**src/rtl/mc_ctrl_pkg.sv**
```systemverilog
// Shared definitions for the multi-cycle MIPS control unit.
// Contents:
//   state_t : 4-bit state encoding, FETCH (0) through JUMP (11)
//   OP_*    : opcodes the control unit recognises
//   ALUOP_*, SRCB_*, PCSRC_* : datapath mux/ALU selector encodings
//   ctrl_t  : per-state Moore control word produced by mc_ctrl_decode
package mc_ctrl_pkg;

  typedef enum logic [3:0] {
    FETCH    = 4'd0,
    DECODE   = 4'd1,
    MEMADR   = 4'd2,
    MEMREAD  = 4'd3,
    MEMWB    = 4'd4,
    MEMWRITE = 4'd5,
    EXECUTE  = 4'd6,
    ALUWB    = 4'd7,
    BRANCH   = 4'd8,
    ADDIEX   = 4'd9,
    ADDIWB   = 4'd10,
    JUMP     = 4'd11
  } state_t;

  localparam logic [5:0] OP_RTYPE = 6'b000000;
  localparam logic [5:0] OP_LW    = 6'b100011;
  localparam logic [5:0] OP_SW    = 6'b101011;
  localparam logic [5:0] OP_BEQ   = 6'b000100;
  localparam logic [5:0] OP_ADDI  = 6'b001000;
  localparam logic [5:0] OP_J     = 6'b000010;

  localparam logic [1:0] ALUOP_ADD   = 2'b00;
  localparam logic [1:0] ALUOP_SUB   = 2'b01;
  localparam logic [1:0] ALUOP_FUNCT = 2'b10;

  localparam logic [1:0] SRCB_B     = 2'b00;
  localparam logic [1:0] SRCB_FOUR  = 2'b01;
  localparam logic [1:0] SRCB_IMM   = 2'b10;
  localparam logic [1:0] SRCB_IMMSH = 2'b11;

  localparam logic [1:0] PCSRC_ALU    = 2'b00;
  localparam logic [1:0] PCSRC_ALUOUT = 2'b01;
  localparam logic [1:0] PCSRC_JUMP   = 2'b10;

  // irwrite/pcwrite here are the raw per-state values; the top level
  // gates them with memory readiness and reset.
  typedef struct packed {
    logic       iord;
    logic       memwrite;
    logic       irwrite;
    logic       pcwrite;
    logic       branch;
    logic       regdst;
    logic       memtoreg;
    logic       regwrite;
    logic       alusrca;
    logic [1:0] alusrcb;
    logic [1:0] aluop;
    logic [1:0] pcsrc;
  } ctrl_t;

endpackage

```
**src/rtl/mc_ctrl_decode.sv**
```systemverilog
// Combinational state-to-control-word decoder for the multi-cycle control unit.
// Ports:
//   state : current FSM state code (4 bits)
//   ctrl  : Moore control word for that state; all-zero for unused codes
// Build option: MC_CTRL_JUMP_EN enables decoding of the JUMP state (11).
module mc_ctrl_decode
  import mc_ctrl_pkg::*;
(
  input  logic [3:0] state,
  output ctrl_t      ctrl
);

  // Start from an all-zero word so every unlisted output is a clean 0.
  always_comb begin
    ctrl = '0;
    case (state)
      FETCH: begin
        ctrl.alusrcb = SRCB_FOUR;
        ctrl.aluop   = ALUOP_ADD;
        ctrl.pcsrc   = PCSRC_ALU;
        ctrl.irwrite = 1'b1;
        ctrl.pcwrite = 1'b1;
      end
      DECODE: begin
        ctrl.alusrcb = SRCB_IMMSH;
        ctrl.aluop   = ALUOP_ADD;
      end
      MEMADR, ADDIEX: begin
        ctrl.alusrca = 1'b1;
        ctrl.alusrcb = SRCB_IMM;
        ctrl.aluop   = ALUOP_ADD;
      end
      MEMREAD: ctrl.iord = 1'b1;
      MEMWB: begin
        ctrl.memtoreg = 1'b1;
        ctrl.regwrite = 1'b1;
      end
      MEMWRITE: begin
        ctrl.iord     = 1'b1;
        ctrl.memwrite = 1'b1;
      end
      EXECUTE: begin
        ctrl.alusrca = 1'b1;
        ctrl.alusrcb = SRCB_B;
        ctrl.aluop   = ALUOP_FUNCT;
      end
      ALUWB: begin
        ctrl.regdst   = 1'b1;
        ctrl.regwrite = 1'b1;
      end
      BRANCH: begin
        ctrl.alusrca = 1'b1;
        ctrl.alusrcb = SRCB_B;
        ctrl.aluop   = ALUOP_SUB;
        ctrl.pcsrc   = PCSRC_ALUOUT;
        ctrl.branch  = 1'b1;
      end
      ADDIWB: ctrl.regwrite = 1'b1;
`ifdef MC_CTRL_JUMP_EN
      JUMP: begin
        ctrl.pcsrc   = PCSRC_JUMP;
        ctrl.pcwrite = 1'b1;
      end
`endif
      default: ;
    endcase
  end

endmodule

```
**src/rtl/multicycle_control.sv**
```systemverilog
// Main control unit for the multi-cycle MIPS datapath.
// Ports:
//   clk, rst         : rising-edge clock, asynchronous active-high reset
//   opcode           : instr[31:26] from the instruction register
//   zero             : ALU zero flag (branch condition)
//   mem_ready        : memory completes its access this cycle
//   iord, memwrite, irwrite, pcen, regdst, memtoreg, regwrite,
//   alusrca, alusrcb, aluop, pcsrc : datapath enables and mux selects
//   illegal_op       : one-cycle pulse in DECODE on an unsupported opcode
//   state            : current FSM state (debug)
//   instret          : retired-instruction counter, wraps modulo 2^CNT_W
// Build option: MC_CTRL_JUMP_EN adds the j instruction (state JUMP = 11);
// without it opcode 000010 is illegal and state 11 is unused.
module multicycle_control
  import mc_ctrl_pkg::*;
#(
  parameter int OP_W          = 6,
  parameter bit MEM_HANDSHAKE = 1'b1,
  parameter int CNT_W         = 32
) (
  input  logic             clk,
  input  logic             rst,
  input  logic [OP_W-1:0]  opcode,
  input  logic             zero,
  input  logic             mem_ready,
  output logic             iord,
  output logic             memwrite,
  output logic             irwrite,
  output logic             pcen,
  output logic             regdst,
  output logic             memtoreg,
  output logic             regwrite,
  output logic             alusrca,
  output logic [1:0]       alusrcb,
  output logic [1:0]       aluop,
  output logic [1:0]       pcsrc,
  output logic             illegal_op,
  output logic [3:0]       state,
  output logic [CNT_W-1:0] instret
);

  state_t state_q, state_d;
  ctrl_t  ctrl;
  logic   rdy;
  logic   opcode_legal;
  logic   retire;
  logic   pcwrite;

  assign rdy = MEM_HANDSHAKE ? mem_ready : 1'b1;

  mc_ctrl_decode u_decode (
    .state (state_q),
    .ctrl  (ctrl)
  );

  always_ff @(posedge clk or posedge rst) begin
    if (rst) state_q <= FETCH;
    else     state_q <= state_d;
  end

  // Next state; retire flags the completing step of a legal instruction.
  always_comb begin
    state_d      = state_q;
    opcode_legal = 1'b1;
    retire       = 1'b0;
    case (state_q)
      FETCH: if (rdy) state_d = DECODE;
      DECODE: begin
        case (opcode)
          OP_RTYPE:     state_d = EXECUTE;
          OP_LW, OP_SW: state_d = MEMADR;
          OP_BEQ:       state_d = BRANCH;
          OP_ADDI:      state_d = ADDIEX;
`ifdef MC_CTRL_JUMP_EN
          OP_J:         state_d = JUMP;
`endif
          default: begin
            state_d      = FETCH;
            opcode_legal = 1'b0;
          end
        endcase
      end
      MEMADR:  state_d = (opcode == OP_SW) ? MEMWRITE : MEMREAD;
      MEMREAD: if (rdy) state_d = MEMWB;
      MEMWRITE: begin
        if (rdy) begin
          state_d = FETCH;
          retire  = 1'b1;
        end
      end
      EXECUTE: state_d = ALUWB;
      ADDIEX:  state_d = ADDIWB;
`ifdef MC_CTRL_JUMP_EN
      MEMWB, ALUWB, BRANCH, ADDIWB, JUMP: begin
`else
      MEMWB, ALUWB, BRANCH, ADDIWB: begin
`endif
        state_d = FETCH;
        retire  = 1'b1;
      end
      default: state_d = FETCH;
    endcase
  end

  always_ff @(posedge clk or posedge rst) begin
    if (rst)         instret <= '0;
    else if (retire) instret <= instret + CNT_W'(1);
  end

  // Only the FETCH write strobes wait on memory; JUMP's pcwrite is unconditional.
  assign pcwrite = ctrl.pcwrite & (rdy | (state_q != FETCH));

  // Strobes are masked by rst so nothing is written while reset is asserted.
  assign iord       = ctrl.iord;
  assign memwrite   = ctrl.memwrite & ~rst;
  assign irwrite    = ctrl.irwrite & rdy & ~rst;
  assign pcen       = (pcwrite | (ctrl.branch & zero)) & ~rst;
  assign regdst     = ctrl.regdst;
  assign memtoreg   = ctrl.memtoreg;
  assign regwrite   = ctrl.regwrite & ~rst;
  assign alusrca    = ctrl.alusrca;
  assign alusrcb    = ctrl.alusrcb;
  assign aluop      = ctrl.aluop;
  assign pcsrc      = ctrl.pcsrc;
  assign illegal_op = (state_q == DECODE) & ~opcode_legal & ~rst;
  assign state      = state_q;

endmodule

```
**config.mk**
```make
export PLATFORM = sky130hd
export DESIGN_NAME = multicycle_control
export DESIGN_NICKNAME = d
export VERILOG_FILES = /design/src/rtl/mc_ctrl_pkg.sv /design/src/rtl/mc_ctrl_decode.sv /design/src/rtl/multicycle_control.sv
export SDC_FILE = /design/constraint.sdc
export NUM_CORES = 1
export LEC_CHECK = 0
export CAP_MARGIN = 25
export CELL_PAD_IN_SITES_DETAIL_PLACEMENT = 1
export CELL_PAD_IN_SITES_GLOBAL_PLACEMENT = 1
export CORE_UTILIZATION = 30
export CTS_BUF_LIST = sky130_fd_sc_hd__clkbuf_2 sky130_fd_sc_hd__clkbuf_4 sky130_fd_sc_hd__clkbuf_8
export CTS_CLUSTER_SIZE = 12
export DETAILED_ROUTE_END_ITERATION = 10
export PLACE_DENSITY = 0.8
export SLEW_MARGIN = 20
export SYNTH_ARGS = -nofsm -noshare
export SYNTH_HDL_FRONTEND = slang
export SYNTH_SLANG_ARGS = --single-unit
```
**constraint.sdc**
```tcl
create_clock -name clk -period 6 [get_ports clk]
set_input_delay 1.5 -clock clk [delete_from_list [all_inputs] [get_ports clk]]
set_output_delay 1.5 -clock clk [all_outputs]
set_load 0.01 [all_outputs]
```
# --- After elaboration in Yosys (flattened, before gate mapping) ---
# Cells that the tools add are included.
word_totals:
  ram_bits: 0
  inputBits: 10
  memories: 0
  latch_bits: 0
  output_inout_bits: 51
  ff_bits: 36
  word_cells: 64
  mem_bits_ro: 0
classes:
  bitwise_logic: 13
  mux: 20
  eq_ne: 17
  multipliers: 0
  n_reduce_logical: 11
  n_div: 0
  order_cmp: 0
  shift: 0
  add_sub_neg: 1
op_table:
  columns: ["op", "n"]
  rows:
  - ["32-bit by 1-bit adder with 32-bit output (second input constant)", 1]
  - ["4-bit one-hot mux with 7 select lines", 1]
  - ["4-bit one-hot mux with 5 select lines", 1]
  - ["4-bit by 3-bit == test with 1-bit output (second input constant)", 4]
  - ["4-bit one-hot mux with 4 select lines", 1]
  - ["4-bit == test (second input constant)", 3]
  - ["6-bit == test (second input constant)", 2]
  - ["4-bit two-way mux", 3]
  - ["1-bit two-way mux", 11]
  - ["1-bit bitwise AND", 9]
  - ["4-bit by 2-bit == test with 1-bit output (second input constant)", 2]
  - ["4-bit OR reduction", 2]
  - ["6-bit by 3-bit == test with 1-bit output (second input constant)", 1]
  - ["6-bit by 4-bit == test with 1-bit output (second input constant)", 1]
  - ["6-bit zero test", 1]
  - ["2-bit inequality test (second input constant)", 3]
  - ["2-bit OR reduction", 3]
  - ["5-bit OR reduction", 1]
  - ["4-bit by 1-bit == test with 1-bit output (second input constant)", 1]
  - ["4-bit zero test", 1]
  - ["4-bit nonzero test", 1]
  - ["3-bit two-way mux", 1]
  - ["3-bit AND reduction", 1]
  - ["3-bit OR reduction", 1]
  - ["other kinds (4)", 6]

# --- Longest topological paths before layout ---
logic_depth:
  depth_word: 7
  mapped_depth: 7
  mapped_depth_nobuf: 5

# --- By module ---
# Synthesis repeated with hierarchy kept, for this count alone.
unflattened:
  cells_unflattened: 199
  area_unflattened_um2: 2039.5
by_module_without_submodules:
  columns: ["module", "area_per_inst_um2", "instances", "seq_area_each_um2", "cells_each"]
  rows:
  - ["multicycle_control", 1878.1, 1, 900.9, 174]
  - ["mc_ctrl_decode", 161.4, 1, 0.0, 25]

# --- Least setup slack after synthesis ---
# OpenSTA, ideal clock, no wires.
synth_path:
  path_kind: "input to output"
  from: "input port rst"
  to: "output port pcen"
  n_path_buf: 0
  required_time_ns: 4.500
  stages: 3
  setup_slack_ns: 1.639
  arrival_time_ns: 2.861
  path_cell_list: "inv_1 -> and4_1 -> a31o_2"
synth_between:
  elab_chain_len: 2
synth_lines:
  columns: ["item", "line", "rtl"]
  rows:
  - ["start: declaration", "multicycle_control.sv:22", "input logic rst,"]
  - ["1-bit inverter", "multicycle_control.sv:117", "assign pcen = (pcwrite | (ctrl.branch & zero)) & ~rst;"]
  - ["1-bit bitwise AND", "multicycle_control.sv:117", null]
  - ["end: declaration", "multicycle_control.sv:29", "output logic pcen,"]
# Every way passes these cells.

# --- Worst setup path in the final report ---
layout_path:
  from: "input port opcode[3]"
  to: "output port illegal_op"
layout_between:
  elab_chain_len: 7
  word_cells_on_any_way: 11
  classes_between: "4 x eq/ne; 2 x mux; 3 x bitwise; 2 x reduce/logical"
layout_lines:
  columns: ["item", "line", "rtl"]
  rows:
  - ["start: declaration", "multicycle_control.sv:23", "input logic [OP_W-1:0] opcode,"]
  - ["6-bit == test (tied with other cells)", "multicycle_control.sv:69", "case (opcode)"]
  - ["5-bit OR reduction (no source line) (*)", null, null]
  - ["1-bit two-way mux (*)", "multicycle_control.sv:69", null]
  - ["1-bit two-way mux (*)", "multicycle_control.sv:66", "case (state_q)"]
  - ["1-bit inverter (*)", "multicycle_control.sv:125", "assign illegal_op = (state_q == DECODE) & ~opcode_legal & ~rst;"]
  - ["1-bit bitwise AND (*) (2 in series)", "multicycle_control.sv:125", null]
  - ["end: declaration", "multicycle_control.sv:37", "output logic illegal_op,"]
# Mark *: on every way between the ends. The rest lies on a longest branch, timed or not.

==> results by group <==
Global routing
  – Pin count of the biggest net entering global routing: 37
  – Grt total ovfl: 0
  – First-pass GRT wire length: 8.67 mm
  – Vias in the first global route: 1,714
  – Initial antenna violation count: 0
  – Global Route Usage Sum: 0.153

Worst setup path
  – Crit. End Element: output port
  – CP Launch Type: input port
  – Crit path top cell by count: clkdlybuf4s50_1
  – Critical path arrival: 3.23 ns
  – Delay-heaviest family, CP: buffers and inverters
  – Crit Path Class: input port to output port
  – Critical Path RT: 4.50 ns
  – Critical path fanouts, max: 5
  – Crit path buf inv count: 2
  – R2r endpoint: instret[17]
  – Critical-path top delay cell: clkdlybuf4s50_1
  – Internal reg-to-reg setup slack: 3.24 ns
  – Worst Setup SP: opcode[3]
  – Slowest stage delay, CP: 0.47 ns
  – R2R Path Start: state[2]
  – Worst r2r path cells: 5
  – Sequence of cells on the critical path: clkdlybuf4s50_1 -> a2111oi_0 -> nor2_1 -> o2111a_1 -> clkdlybuf4s50_1

Clock network
  – Root buffer cell: clkbuf_8
  – Hold Buf Count CTS: 0
  – CTS tree: built
  – Max Buffers Root-to-Sink: 2
  – Clock slew at reported path FFs: 0.07 ns
  – Clk Latency, worst-skew pair: 0.28 ns
  – Postcts setup bufs: 0
  – Resized cells post-CTS: 0
  – Clock sinks: 36
  – Inserted Clock Buffers: 5
  – H-tree depth: 2

Pwr
  – Power Internal: 0.474 mW
  – Flop pwr share: 0.448
  – Net Sw Power: 0.249 mW
  – Peak VDD IR: 99.8 uV
  – Total power: 0.722 mW
  – Sw Ratio: 0.344
  – P_leak: 1.14 nW
  – PwrDens: 260 nW/um^2
  – Combinational power share: 0.323
  – Clock power share: 0.229

Die
  – Die Width: 84.6 um
  – I/O pin cnt: 61
  – Die Ht: 84.6 um
  – Initial core utilization: 0.317
  – Core area: 6460 um^2
  – Std-Cell Rows: 29
  – Die area: 7160 um^2

Min path
  – Beginning of the worst hold path: instret[31]
  – Worst hold endpoint: instret[31]
  – Worst hold path class: flip-flop to flip-flop
  – Number of cells on the worst hold path: 1

STA
  – Worst-Margin Slew: 0.959 ns
  – Clk_skew: 0.00122 ns
  – Hold Worst Slack: 0.470 ns
  – Tmin final: 4.73 ns
  – Final Cycle Share: 0.789
  – Final TNS setup: 0 ns
  – Slew HR: 0.357
  – Final setup violating endpoints: 0
  – RSZ-0062 raised after global routing: false
  – Fin. Hold Viols: 0
  – Setup ws final: 1.27 ns
  – Final Max Slew Viols: 0
  – Fmax: 211 MHz

Yosys
  – Synth Warn #: 0
  – Post-synthesis mux area share: 0.0214
  – XOR/XNOR Fraction of Synth Area: 0.137
  – Cell count after synthesis: 199
  – Syn Area/Cell: 10.3 um^2
  – Syn Std Cell Area: 2050 um^2
  – Register area share after synthesis: 0.440
  – Yosys cell types: 45
  – Largest family of logic cells by synthesized area: simple AND/OR/NAND/NOR gates
  – Fraction of registers with async set/reset: 1.00
  – Yosys reg bits: 36
  – Compound-Gate Fraction of Synth Area: 0.0611
  – Simple-Gate Fraction of Synth Area: 0.300
  – Post-synthesis adder-cell area fraction: 0.00611
  – Post-synth EDFFs: 0
  – Area leader, netlist: dfrtp_1
  – Primary FF master, synth: dfrtp_1
  – Top cell type's share of synthesized area: 0.440
  – Syn_nets: 210
  – Synth area leaders: dfrtp_1 44%, xnor2_1 8.1%, xor2_1 5.6%
  – Commonest cells post-synth: 36 x dfrtp_1, 19 x xnor2_1, 14 x nor3_1, 13 x nand2_1, 13 x xor2_1
  – Top-count cell post-synth: dfrtp_1

Placed design
  – DP Cell Count: 329
  – Pre-CTS worst setup slack: 1.27 ns
  – Area post-placement: 2700 um^2
  – PortBufs: 59
  – Routability congestion estimate: 0.768
  – HPWL Detailed: 3.81 mm

Cells and area
  – Antenna cells: 0
  – Fin nets: 270
  – Area occupied by registers: 901 um^2
  – Final core occ: 0.430
  – Layout fillers: 736
  – Multi-input gate area: 1080 um^2
  – Share of cells above drive strength 1: 0.0849
  – Syn-to-layout area delta: 35.7%
  – Cell area after layout: 2780 um^2
  – Non-Filler Instances: 336

Detailed routing
  – Top Metal Used: met4
  – # DRC: 0
  – DRT iter0 DRCs: 98
  – Mean number of vias per cell: 5.14
  – WL met3: 112 um
  – First-pass DRT Iterations: 6
  – DR WL met2: 2.54 mm
  – Metal-1 WL: 2.47 mm
  – Routed len/inst: 15.4 um
  – Antenna viol nets, final: 0
  – Vias: 1,728
  – Total wire length: 5.16 mm

Run
  – Max cap viols: 0

Outcome
  – Status: completed
layout make-up:
type                            instances  area share
Clock inverter                          1     0.00180
Sequential cell                        36       0.324
Multi-Input combinational cell        150       0.388
Inverter                                6     0.00811
Timing Repair Buffer                   60       0.215
Clock buffer                            6      0.0275
Tap cell                               77      0.0347
how the worst max path moves through the flow:
stage / to / cells after the start
2_1_floorplan: pcen / 3
3_3_place_gp: illegal_op / 5
3_5_place_dp: illegal_op / 5
4_1_cts: illegal_op / 5
5_1_grt: illegal_op / 5
6_report: illegal_op / 5
cells by family after synthesis:
group,count (synthesis)
AO/OA/AOI/OAI,17
XOR/XNOR,32
adder cells (fa/ha/maj),1
buffers and inverters,13
flip-flops,36
multiplexers,4
other,1
AND/OR/NAND/NOR,95
layer usage:
layer	global-route usage	vias up
met5	0	-
met4	0.0416	0
met3	0.0236	5
met2	0.253	28
met1	0.210	868
li1	-	827
registers in the layout, indices dropped and copies added, names as in the netlist:
name / flops
instret: 32
state: 4
worst register-to-register path, cell delays in order (launching register included):
cell and delay [ns]:
dfrtp_1 0.61, nand2b_1 0.26, o31ai_2 0.85, nor4b_2 0.58, nand4_1 0.18, xnor2_1 0.17
power by group through the flow:
stage | Sequential, mW | Clock, mW | Combinational [mW]
CTS | 0.324 | 0.172 | 0.236
detailed placement | 0.329 | 0 | 0.235
global route | 0.332 | 0.181 | 0.254
global placement | 0.328 | 0 | 0.233
finish | 0.324 | 0.165 | 0.233
floorplan | 0.303 | 0 | 0.148
cells in the final DEF (no fill, tap or decap), types with 2 or more instances in the layout:
cell and n:
nor2_1 12, clkdlybuf4s50_1 59, xnor2_1 19, mux2_2 3, nand3_1 12, clkbuf_8 5
nand4_1 7, nor4_2 2, xor2_1 13, and2_1 2, or4_1 2, and3_1 4
o21ai_0 3, a21oi_1 3, nand2b_1 6, and4_1 3, nor3b_1 6, dfrtp_1 36
inv_1 6, nor3_1 14, nor4_1 2, nand2_1 13, nand4_4 3
No activity file was read; power rests on OpenSTA's default activity.
